`config.mk`:
```
export PLATFORM = sky130hd
export DESIGN_NAME = lock_supervisor
export DESIGN_NICKNAME = d
export VERILOG_FILES = /design/src/rtl/lock_pkg.sv /design/src/rtl/lock_timer.sv /design/src/rtl/lock_supervisor.sv
export SDC_FILE = /design/constraint.sdc
export NUM_CORES = 1
export LEC_CHECK = 0
export CAP_MARGIN = 10
export CORE_AREA = 2 2 55 57
export CTS_BUF_LIST = sky130_fd_sc_hd__clkbuf_16
export CTS_CLUSTER_DIAMETER = 60
export DETAILED_ROUTE_END_ITERATION = 16
export DIE_AREA = 0 0 57 59
export PLACE_DENSITY = 0.8
export SYNTH_ARGS = -nofsm -noshare
export SYNTH_HDL_FRONTEND = slang
export SYNTH_SLANG_ARGS = --single-unit
```
`constraint.sdc`:
```
create_clock -name clk_100Mhz -period 8 [get_ports clk_100Mhz]
set_input_delay 1.2 -clock clk_100Mhz [delete_from_list [all_inputs] [get_ports clk_100Mhz]]
set_output_delay 1.2 -clock clk_100Mhz [all_outputs]
set_load 0.02 [all_outputs]
```
`src/rtl/lock_pkg.sv`:
```
// Shared state encodings and default settings for the lock supervisor
// and the seven-segment state decoder.
package lock_pkg;

    localparam logic [2:0] ST_IDLE    = 3'd0;
    localparam logic [2:0] ST_ENTRY   = 3'd1;
    localparam logic [2:0] ST_CHECK   = 3'd2;
    localparam logic [2:0] ST_OPEN    = 3'd3;
    localparam logic [2:0] ST_LOCKOUT = 3'd4;
    localparam logic [2:0] ST_PROGRAM = 3'd5;

    localparam int         DEF_CODE_LEN   = 6;
    localparam logic [5:0] DEF_CODE       = 6'b010110;
    localparam int         DEF_MAX_FAIL   = 3;
    localparam int         DEF_OPEN_TICKS = 5;
    localparam int         DEF_LOCK_TICKS = 10;
    localparam int         DEF_IDLE_TICKS = 4;

endpackage

```
`src/rtl/lock_timer.sv`:
```
// Tick-enabled up-counter with synchronous clear; done pulses on the tick
// that brings the count up to the limit.
module lock_timer #(
    parameter int W = 4
) (
    input  logic         clk_100Mhz,
    input  logic         reset,
    input  logic         tick,
    input  logic         clr,
    input  logic [W-1:0] limit,
    output logic         done
);

    logic [W-1:0] count;

    always_ff @(posedge clk_100Mhz or negedge reset) begin
        if (!reset) begin
            count <= '0;
        end else if (clr) begin
            count <= '0;
        end else if (tick && (count < limit)) begin
            count <= count + W'(1);
        end
    end

    assign done = tick && ((count + W'(1)) == limit);

endmodule

```
`src/rtl/lock_supervisor.sv`:
```
// Code-entry lock controller: serial code entry, compare, timed unlock,
// failure lockout and in-field reprogramming of the code.
module lock_supervisor
    import lock_pkg::*;
#(
    parameter int                  CODE_LEN     = DEF_CODE_LEN,
    parameter logic [CODE_LEN-1:0] DEFAULT_CODE = DEF_CODE,
    parameter int                  MAX_FAIL     = DEF_MAX_FAIL,
    parameter int                  OPEN_TICKS   = DEF_OPEN_TICKS,
    parameter int                  LOCK_TICKS   = DEF_LOCK_TICKS,
    parameter int                  IDLE_TICKS   = DEF_IDLE_TICKS
) (
    input  logic       clk_100Mhz,
    input  logic       reset,
    input  logic       tick,
    input  logic       bit_valid,
    input  logic       bit_val,
    input  logic       prog_req,
    output logic       unlock,
    output logic       alarm,
    output logic [1:0] fail_cnt,
    output logic [2:0] state_code
);

    localparam int MAX_OI = (OPEN_TICKS > IDLE_TICKS) ? OPEN_TICKS : IDLE_TICKS;
    localparam int MAX_T  = (LOCK_TICKS > MAX_OI) ? LOCK_TICKS : MAX_OI;
    localparam int T_W    = $clog2(MAX_T + 1);
    localparam int BC_W   = $clog2(CODE_LEN + 1);

    logic [2:0]          state, state_nx;
    logic [CODE_LEN-1:0] shreg, shreg_nx, code, code_nx, shifted;
    logic [BC_W-1:0]     bit_cnt, bit_cnt_nx;
    logic [1:0]          fail_nx;
    logic                unlock_nx, alarm_nx, last_bit;
    logic [T_W-1:0]      limit;
    logic                timer_clr, timer_done;

    // One shift register serves both code entry and reprogramming; it is
    // always empty whenever the FSM sits in IDLE or OPEN.
    assign shifted  = {shreg[CODE_LEN-2:0], bit_val};
    assign last_bit = (bit_cnt + BC_W'(1)) == BC_W'(CODE_LEN);

    always_comb begin
        case (state)
            ST_OPEN:    limit = T_W'(OPEN_TICKS);
            ST_LOCKOUT: limit = T_W'(LOCK_TICKS);
            default:    limit = T_W'(IDLE_TICKS);
        endcase
    end

    assign timer_clr = (state_nx != state) || (state == ST_IDLE) ||
                       (bit_valid && ((state == ST_ENTRY) || (state == ST_PROGRAM)));

    lock_timer #(.W(T_W)) u_timer (
        .clk_100Mhz (clk_100Mhz),
        .reset      (reset),
        .tick       (tick),
        .clr        (timer_clr),
        .limit      (limit),
        .done       (timer_done)
    );

    always_comb begin
        state_nx   = state;
        shreg_nx   = shreg;
        bit_cnt_nx = bit_cnt;
        code_nx    = code;
        fail_nx    = fail_cnt;
        case (state)
            ST_IDLE: begin
                if (bit_valid) begin
                    shreg_nx   = CODE_LEN'(bit_val);
                    bit_cnt_nx = BC_W'(1);
                    state_nx   = ST_ENTRY;
                end
            end
            ST_ENTRY: begin
                // A bit arriving on the timeout tick wins and keeps the entry alive.
                if (bit_valid) begin
                    shreg_nx   = shifted;
                    bit_cnt_nx = bit_cnt + BC_W'(1);
                    if (last_bit) state_nx = ST_CHECK;
                end else if (timer_done) begin
                    shreg_nx   = '0;
                    bit_cnt_nx = '0;
                    state_nx   = ST_IDLE;
                end
            end
            ST_CHECK: begin
                shreg_nx   = '0;
                bit_cnt_nx = '0;
                if (shreg == code) begin
                    fail_nx  = '0;
                    state_nx = ST_OPEN;
                end else begin
                    fail_nx  = fail_cnt + 2'd1;
                    state_nx = (fail_nx == 2'(MAX_FAIL)) ? ST_LOCKOUT : ST_IDLE;
                end
            end
            ST_OPEN: begin
                if (prog_req)        state_nx = ST_PROGRAM;
                else if (timer_done) state_nx = ST_IDLE;
            end
            ST_PROGRAM: begin
                if (bit_valid) begin
                    shreg_nx   = shifted;
                    bit_cnt_nx = bit_cnt + BC_W'(1);
                    if (last_bit) begin
                        code_nx    = shifted;
                        shreg_nx   = '0;
                        bit_cnt_nx = '0;
                        state_nx   = ST_IDLE;
                    end
                end else if (timer_done) begin
                    shreg_nx   = '0;
                    bit_cnt_nx = '0;
                    state_nx   = ST_IDLE;
                end
            end
            ST_LOCKOUT: begin
                if (timer_done) begin
                    fail_nx  = '0;
                    state_nx = ST_IDLE;
                end
            end
            default: begin
                shreg_nx   = '0;
                bit_cnt_nx = '0;
                fail_nx    = '0;
                state_nx   = ST_IDLE;
            end
        endcase
        unlock_nx = (state_nx == ST_OPEN) || (state_nx == ST_PROGRAM);
        alarm_nx  = (state_nx == ST_LOCKOUT);
    end

    always_ff @(posedge clk_100Mhz or negedge reset) begin
        if (!reset) begin
            state    <= ST_IDLE;
            shreg    <= '0;
            bit_cnt  <= '0;
            code     <= DEFAULT_CODE;
            fail_cnt <= '0;
            unlock   <= 1'b0;
            alarm    <= 1'b0;
        end else begin
            state    <= state_nx;
            shreg    <= shreg_nx;
            bit_cnt  <= bit_cnt_nx;
            code     <= code_nx;
            fail_cnt <= fail_nx;
            unlock   <= unlock_nx;
            alarm    <= alarm_nx;
        end
    end

    assign state_code = state;

endmodule

```
== After elaboration in Yosys (flattened, before gate mapping) ==
Index checks and enable logic that the tools add are counted.
Storage, ports and cells
  register bits after elaboration: 26
  input port bits: 6
  output and inout port bits: 7
Cells by class
  $add $sub $neg: 3
  magnitude comparators: 1
  eq/ne operators: 15
  muxes and demuxes: 28
  bitwise logic cells: 2
  reduce and logical (&&, ||, !) cells: 14
Operators by type and width (number)
  3-bit two-way mux: 14
  6-bit two-way mux: 5
  6-bit one-hot mux with 4 select lines: 1
  3-bit one-hot mux with 6 select lines: 1
  3-bit == test (second input constant): 5
  3-bit one-hot mux with 4 select lines: 1
  3-bit by 2-bit == test with 1-bit output (second input constant): 3
  4-bit two-way mux: 2
  4-bit one-hot mux with 2 select lines: 1
  6-bit == test: 1
  2-bit one-hot mux with 3 select lines: 1
  4-bit by 1-bit adder with 4-bit output (second input constant): 1
  4-bit == test: 1
  1-bit logical OR: 4
  4-bit < comparator: 1
  2-bit two-way mux: 2
  2-bit inequality test (second input constant): 2
  2-bit AND reduction: 2
  4-bit OR reduction: 1
  3-bit by 1-bit adder with 3-bit output (second input constant): 1
  3-bit by 1-bit == test with 1-bit output (second input constant): 1
  1-bit logical AND: 3
  3-bit logical NOT: 1
  3-bit inequality test: 1
  6 further kinds: 7

== Logic depth before layout (Yosys ltp) ==
  word-level depth: 11
  mapped depth: 11
  depth with buffers taken out: 9

== Modules after synthesis ==
A second synthesis with hierarchy kept.
Second synthesis, totals
  cells, all modules: 167
  area total of the unflattened synthesis: 1717.9 um^2
Modules (own cells, without submodules)
  lock_supervisor: times used 1, cells each 128, area each 1328.8 um^2
  lock_timer: times used 1, cells each 39, area each 389.1 um^2

== Worst setup path after synthesis ==
OpenSTA, ideal clock, no wires.
  path type: flip-flop to flip-flop
  start point: register state[0], in the netlist state_code[0]
  end point: register bit_cnt[0]
  library setup time: 0.126 ns
  arrival: 3.051 ns
  required time: 7.874 ns
  setup slack: 4.823 ns
  stages on the path, launching flop included: 12
  buffers on the path: 2
  period minus slack after synthesis: 3.177 ns
  cells stage by stage: dfrtp_1 clkbuf_1 clkinv_1 nor3_1 ha_1 or3b_1 or3b_1 o32ai_2 o21ai_2 and2_4 buf_6 a221o_1
On the way
  longest elaborated chain between the ends: 7
  elaborated cells between the ends (all ways): 16
  those cells by class: eq/ne (6); mux (5); bitwise (1); reduce/logical (4)
Ends and longest elaborated chain
  start: declaration: RTL line lock_supervisor.sv:30  | logic [2:0] state, state_nx;
  start signal: assignment: RTL line lock_supervisor.sv:147  | state <= state_nx;
  3-bit == test / 3-bit by 2-bit == test with 1-bit output (equally long branches): RTL line lock_supervisor.sv:44, lock_supervisor.sv:69
  4-bit one-hot mux with 2 select lines: RTL line lock_supervisor.sv:44  | case (state)
  4-bit == test: RTL line lock_timer.sv:26  | assign done = tick && ((count + W'(1)) == limit);
  1-bit logical AND: RTL line lock_timer.sv:26
  3-bit two-way mux
  3-bit two-way mux (on tied branches)
  3-bit one-hot mux with 4 select lines: RTL line lock_supervisor.sv:69  | case (state)
  end signal: assignment: RTL line lock_supervisor.sv:149  | bit_cnt <= bit_cnt_nx;
  end: declaration: RTL line lock_supervisor.sv:32  | logic [BC_W-1:0] bit_cnt, bit_cnt_nx;
Parallel ways exist; a longest one is shown, timed or not.
A chain may end at the register's enable or synchronous reset.

== Worst setup path after layout ==
  start point: register state[0], in the netlist state_code[0]
  end point: register u_timer.count[1]
On the way
  longest elaborated chain between the ends: 11
  elaborated cells between the ends (all ways): 26
  those cells by class: order compare (1); eq/ne (7); mux (10); reduce/logical (8)
Ends and longest elaborated chain
  3-bit == test / 3-bit by 2-bit == test with 1-bit output (equally long branches): RTL line lock_supervisor.sv:44, lock_supervisor.sv:69
  4-bit one-hot mux with 2 select lines: RTL line lock_supervisor.sv:44
  4-bit == test: RTL line lock_timer.sv:26
  1-bit logical AND: RTL line lock_timer.sv:26
  3-bit two-way mux
  3-bit two-way mux (on tied branches): RTL line lock_supervisor.sv:105, lock_supervisor.sv:79, lock_supervisor.sv:101
  3-bit one-hot mux with 6 select lines: RTL line lock_supervisor.sv:69
  3-bit inequality test: RTL line lock_supervisor.sv:51  | assign timer_clr = (state_nx != state) || (state == ST_IDLE) ||
  1-bit logical OR (2 in a row): RTL line lock_supervisor.sv:51
  4-bit two-way mux / 2-bit nonzero test (equally long branches)
  end signal: assignment: RTL line lock_timer.sv:22  | count <= count + W'(1);
  end: declaration: RTL line lock_timer.sv:14  | logic [W-1:0] count;
Parallel ways exist; a longest one is shown, timed or not.

==> run_results.csv <==
group,metric,value,unit
run_status,outcome,"complete, no violations",
final_layout,fin_area,0.001868,mm²
sta,rsz0062_at_grt,"no",
final_layout,diodes,0,
final_layout,fillCellCount,205,
final_layout,fin_nets,192,
critical_path,cp-startpoint,"state_code[0]$_DFF_PN0_",
synthesis,async_reset_ff_share,100.0,%
synthesis,ys_top_cells_by_count,"23 x dfrtp_1, 14 x nand2_1, 11 x inv_1",
clocking,clk-insertion-delay-late,0.26,ns
global_routing,overflow,0,
synthesis,synth-main-ff-cell,"dfrtp_1",
synthesis,ys_seq_elements,26,
sta,fmax,0.2872,GHz
clocking,cts_setup_buffers,0,
sta,min_period_over_period,43.52,%
synthesis,syn_area_per_cell,9.714,µm²
critical_path,start_kind,"flip-flop",
floorplan,num_rows,19,
synthesis,yosys.area.top_type_share,35.91,%
global_routing,grt_most_used_layer,"met2",
clocking,cts_root_buf,"clkbuf_16",
floorplan,coreArea,0.002710,mm²
power,cellLeakagePower,0.8491,nW
clocking,cts-htree-levels,1,
clocking,cts_resized,0,
sta,slew_viol_final,0,
clocking,clockBufferDepth,2,
placed_design,post-place-ws,4.474,ns
floorplan,io_pins,13,
clocking,cts.sinks,26,
synthesis,synth_edf_count,0,
synthesis,synth_area,0.001603,mm²
critical_path,crit_type,"reg2reg",
placed_design,hpwl,2.470,mm
synthesis,ys_warn_count,0,
power,p_total,0.6478,mW
sta,hold_violations,0,
critical_path,arrival,3.61,ns
sta,fin_skew,0.004964,ns
global_routing,groute.usage.overall,22.00,%
critical_path,critPathRequiredTime,8.13,ns
critical_path,cp_max_fo,10,
synthesis,synth.most_common_cell,"dfrtp_1",
route,drc,0,
route,firstDrtPassIters,4,
route,wirelength,3.426,mm
placed_design,portBuffers,12,
floorplan,initial_utilization,59.14,%
sta,fin_crit,3.482,ns
final_layout,layout-drive-gt1-share,17.51,%
clocking,cts_hold_buf,0,
route,final_antenna_net_count,0,
placed_design,placed_area,0.001735,mm²
hold_path,min_from,"fail_cnt[0]$_DFFE_PN0P_",
sta,tightest_slew,0.8765,ns
global_routing,use_met3,2.183,%
flow_run,drv_cap,0,
final_layout,syn2layout_area_growth,16.55,%
clocking,numCtsBuffers,3,
global_routing,antenna_found_initial,0,
placed_design,gp_congestion,0.9535,
clocking,cts_tree,"built",
global_routing,grtUsageMet2,34.32,%
global_routing,grt_max_degree,27,
sta,relSlewSlack,41.22,%
synthesis,synth_top_cell_by_area,"dfrtp_1",
global_routing,grt_pass1_wl,5.789,mm
critical_path,reg2reg_from,"state_code[0]$_DFF_PN0_",
clocking,path_clk_slew,0.07,ns
global_routing,grt_pass1_vias,1304,
synthesis,ys_types,45,
synthesis,synth_seq_area_share,40.83,%
critical_path,crit_path_end_kind,"flip-flop",
floorplan,dieWidth,57,µm
synthesis,synth_nets,179,
route,vias,1327,
floorplan,die_h,59,µm
route,via_per_inst,6.380,
power,ir_drop,0.2409,mV
route,wire_per_inst,16.47,µm
global_routing,grtUsageMet1,30.56,%
power,powerDensity,346.8,mW/mm²
hold_path,min_path_type,"reg2reg",
sta,setup_violations,0,
floorplan,dieArea,0.003363,mm²
synthesis,netlist_instances,165,
route,drt_iter0_markers,68,
sta,worst_slack,4.518,ns
synthesis,ys_top_cells_by_area,"dfrtp_1 36%, ha_1 6.2%, dfstp_2 4.9%",
final_layout,final_util,68.93,%
sta,setup_tns,0,ns
## report_power, final
group	switching, mW	total (mW)	internal [mW]
logic	0.146	0.270	0.124
clock network	0.0472	0.147	0.0996
registers	0.0516	0.231	0.179
## per-layer routing
layer | vias up | wire length [µm]
met2 | 55 | 1524
li1 | 619 | -
met5 | - | 0
met4 | 0 | 105
met3 | 12 | 194
met1 | 641 | 1601
## registers in the layout, summed over array words and instances (netlist names)
signal and count:
alarm 1, code 6, unlock 1, shreg 6, state_code 3, u_timer.count 4
bit_cnt 3, fail_cnt 2
## final timing paths
| check | cells after the start | end | slack (ns) |
|---|---|---|---|
| setup / recovery | 9 | u_timer.count[1]$_DFFE_PN0P_ | 4.52 |
| hold / removal | 1 | fail_cnt[0]$_DFFE_PN0P_ | 0.52 |
| setup reg to reg | 9 | u_timer.count[1]$_DFFE_PN0P_ | 4.52 |
| hold reg to reg | 1 | fail_cnt[0]$_DFFE_PN0P_ | 0.52 |
| max in group asynchronous | 2 | code[4]$_DFFE_PN1P_ | 6.22 |
| min in group asynchronous | 1 | alarm$_DFF_PN0_ | 1.25 |
## area by class of cell
| class | count | area [µm²] | area share, % |
|---|---|---|---|
| Sequential cell | 26 | 654.4 | 35.03 |
| Inverter | 12 | 45.04 | 2.411 |
| Clock buffer | 3 | 75.07 | 4.019 |
| Clock inverter | 1 | 30.03 | 1.608 |
| Timing Repair Buffer | 13 | 147.6 | 7.904 |
| Tap cell | 31 | 38.79 | 2.076 |
| Multi-Input combinational cell | 122 | 877.1 | 46.95 |
## cell families (layout without fill, tap and decap cells)
logic type | Yosys count | in the layout | synth area share, %
flip-flops | 26 | 26 | 40.83
buffers and inverters | 17 | 29 | 4.449
AND/OR/NAND/NOR | 59 | 59 | 20.45
AO/OA/AOI/OAI | 37 | 37 | 17.18
multiplexers | 7 | 7 | 4.840
adder cells (fa/ha/maj) | 8 | 8 | 6.245
XOR/XNOR | 11 | 11 | 6.011
## critical path, cell delays in order (launching register included)
cell	delay, ns
dfrtp_1	0.52
clkinv_1	0.35
nor3_1	0.47
ha_1	0.32
or3b_1	0.38
or3b_1	0.38
o32ai_2	0.26
a21boi_2	0.15
nor3_1	0.39
nor4_1	0.12
## cell usage in the layout, fill, tap and decap left out, types with 2 or more instances in the layout
cell type	netlist	final
nand3_1	8	8
mux2_2	6	6
ha_1	8	8
clkdlybuf4s50_1	0	12
dfstp_2	3	3
a21oi_1	6	6
o21ai_0	8	8
a22o_2	7	7
nor4_1	5	5
nor3_1	5	5
a31oi_1	3	3
o211ai_1	3	3
xnor2_1	3	3
nand4_1	2	2
dfrtp_1	23	23
and2b_2	2	2
nor2_1	7	7
or3b_1	2	2
nand2_1	14	14
inv_1	11	11
clkbuf_16	0	3
nor2b_1	4	4
xor2_1	8	8
## stage by stage
stage / std cells / hold slack, ns
global placement: 203 / 0.5051
global route: 208 / 0.5538
finish: 208 / 0.5244
detailed placement: 203 / 0.5218
CTS: 207 / 0.5364
floorplan: 165 / 0.4971
Power figures use the tool's default switching activity.
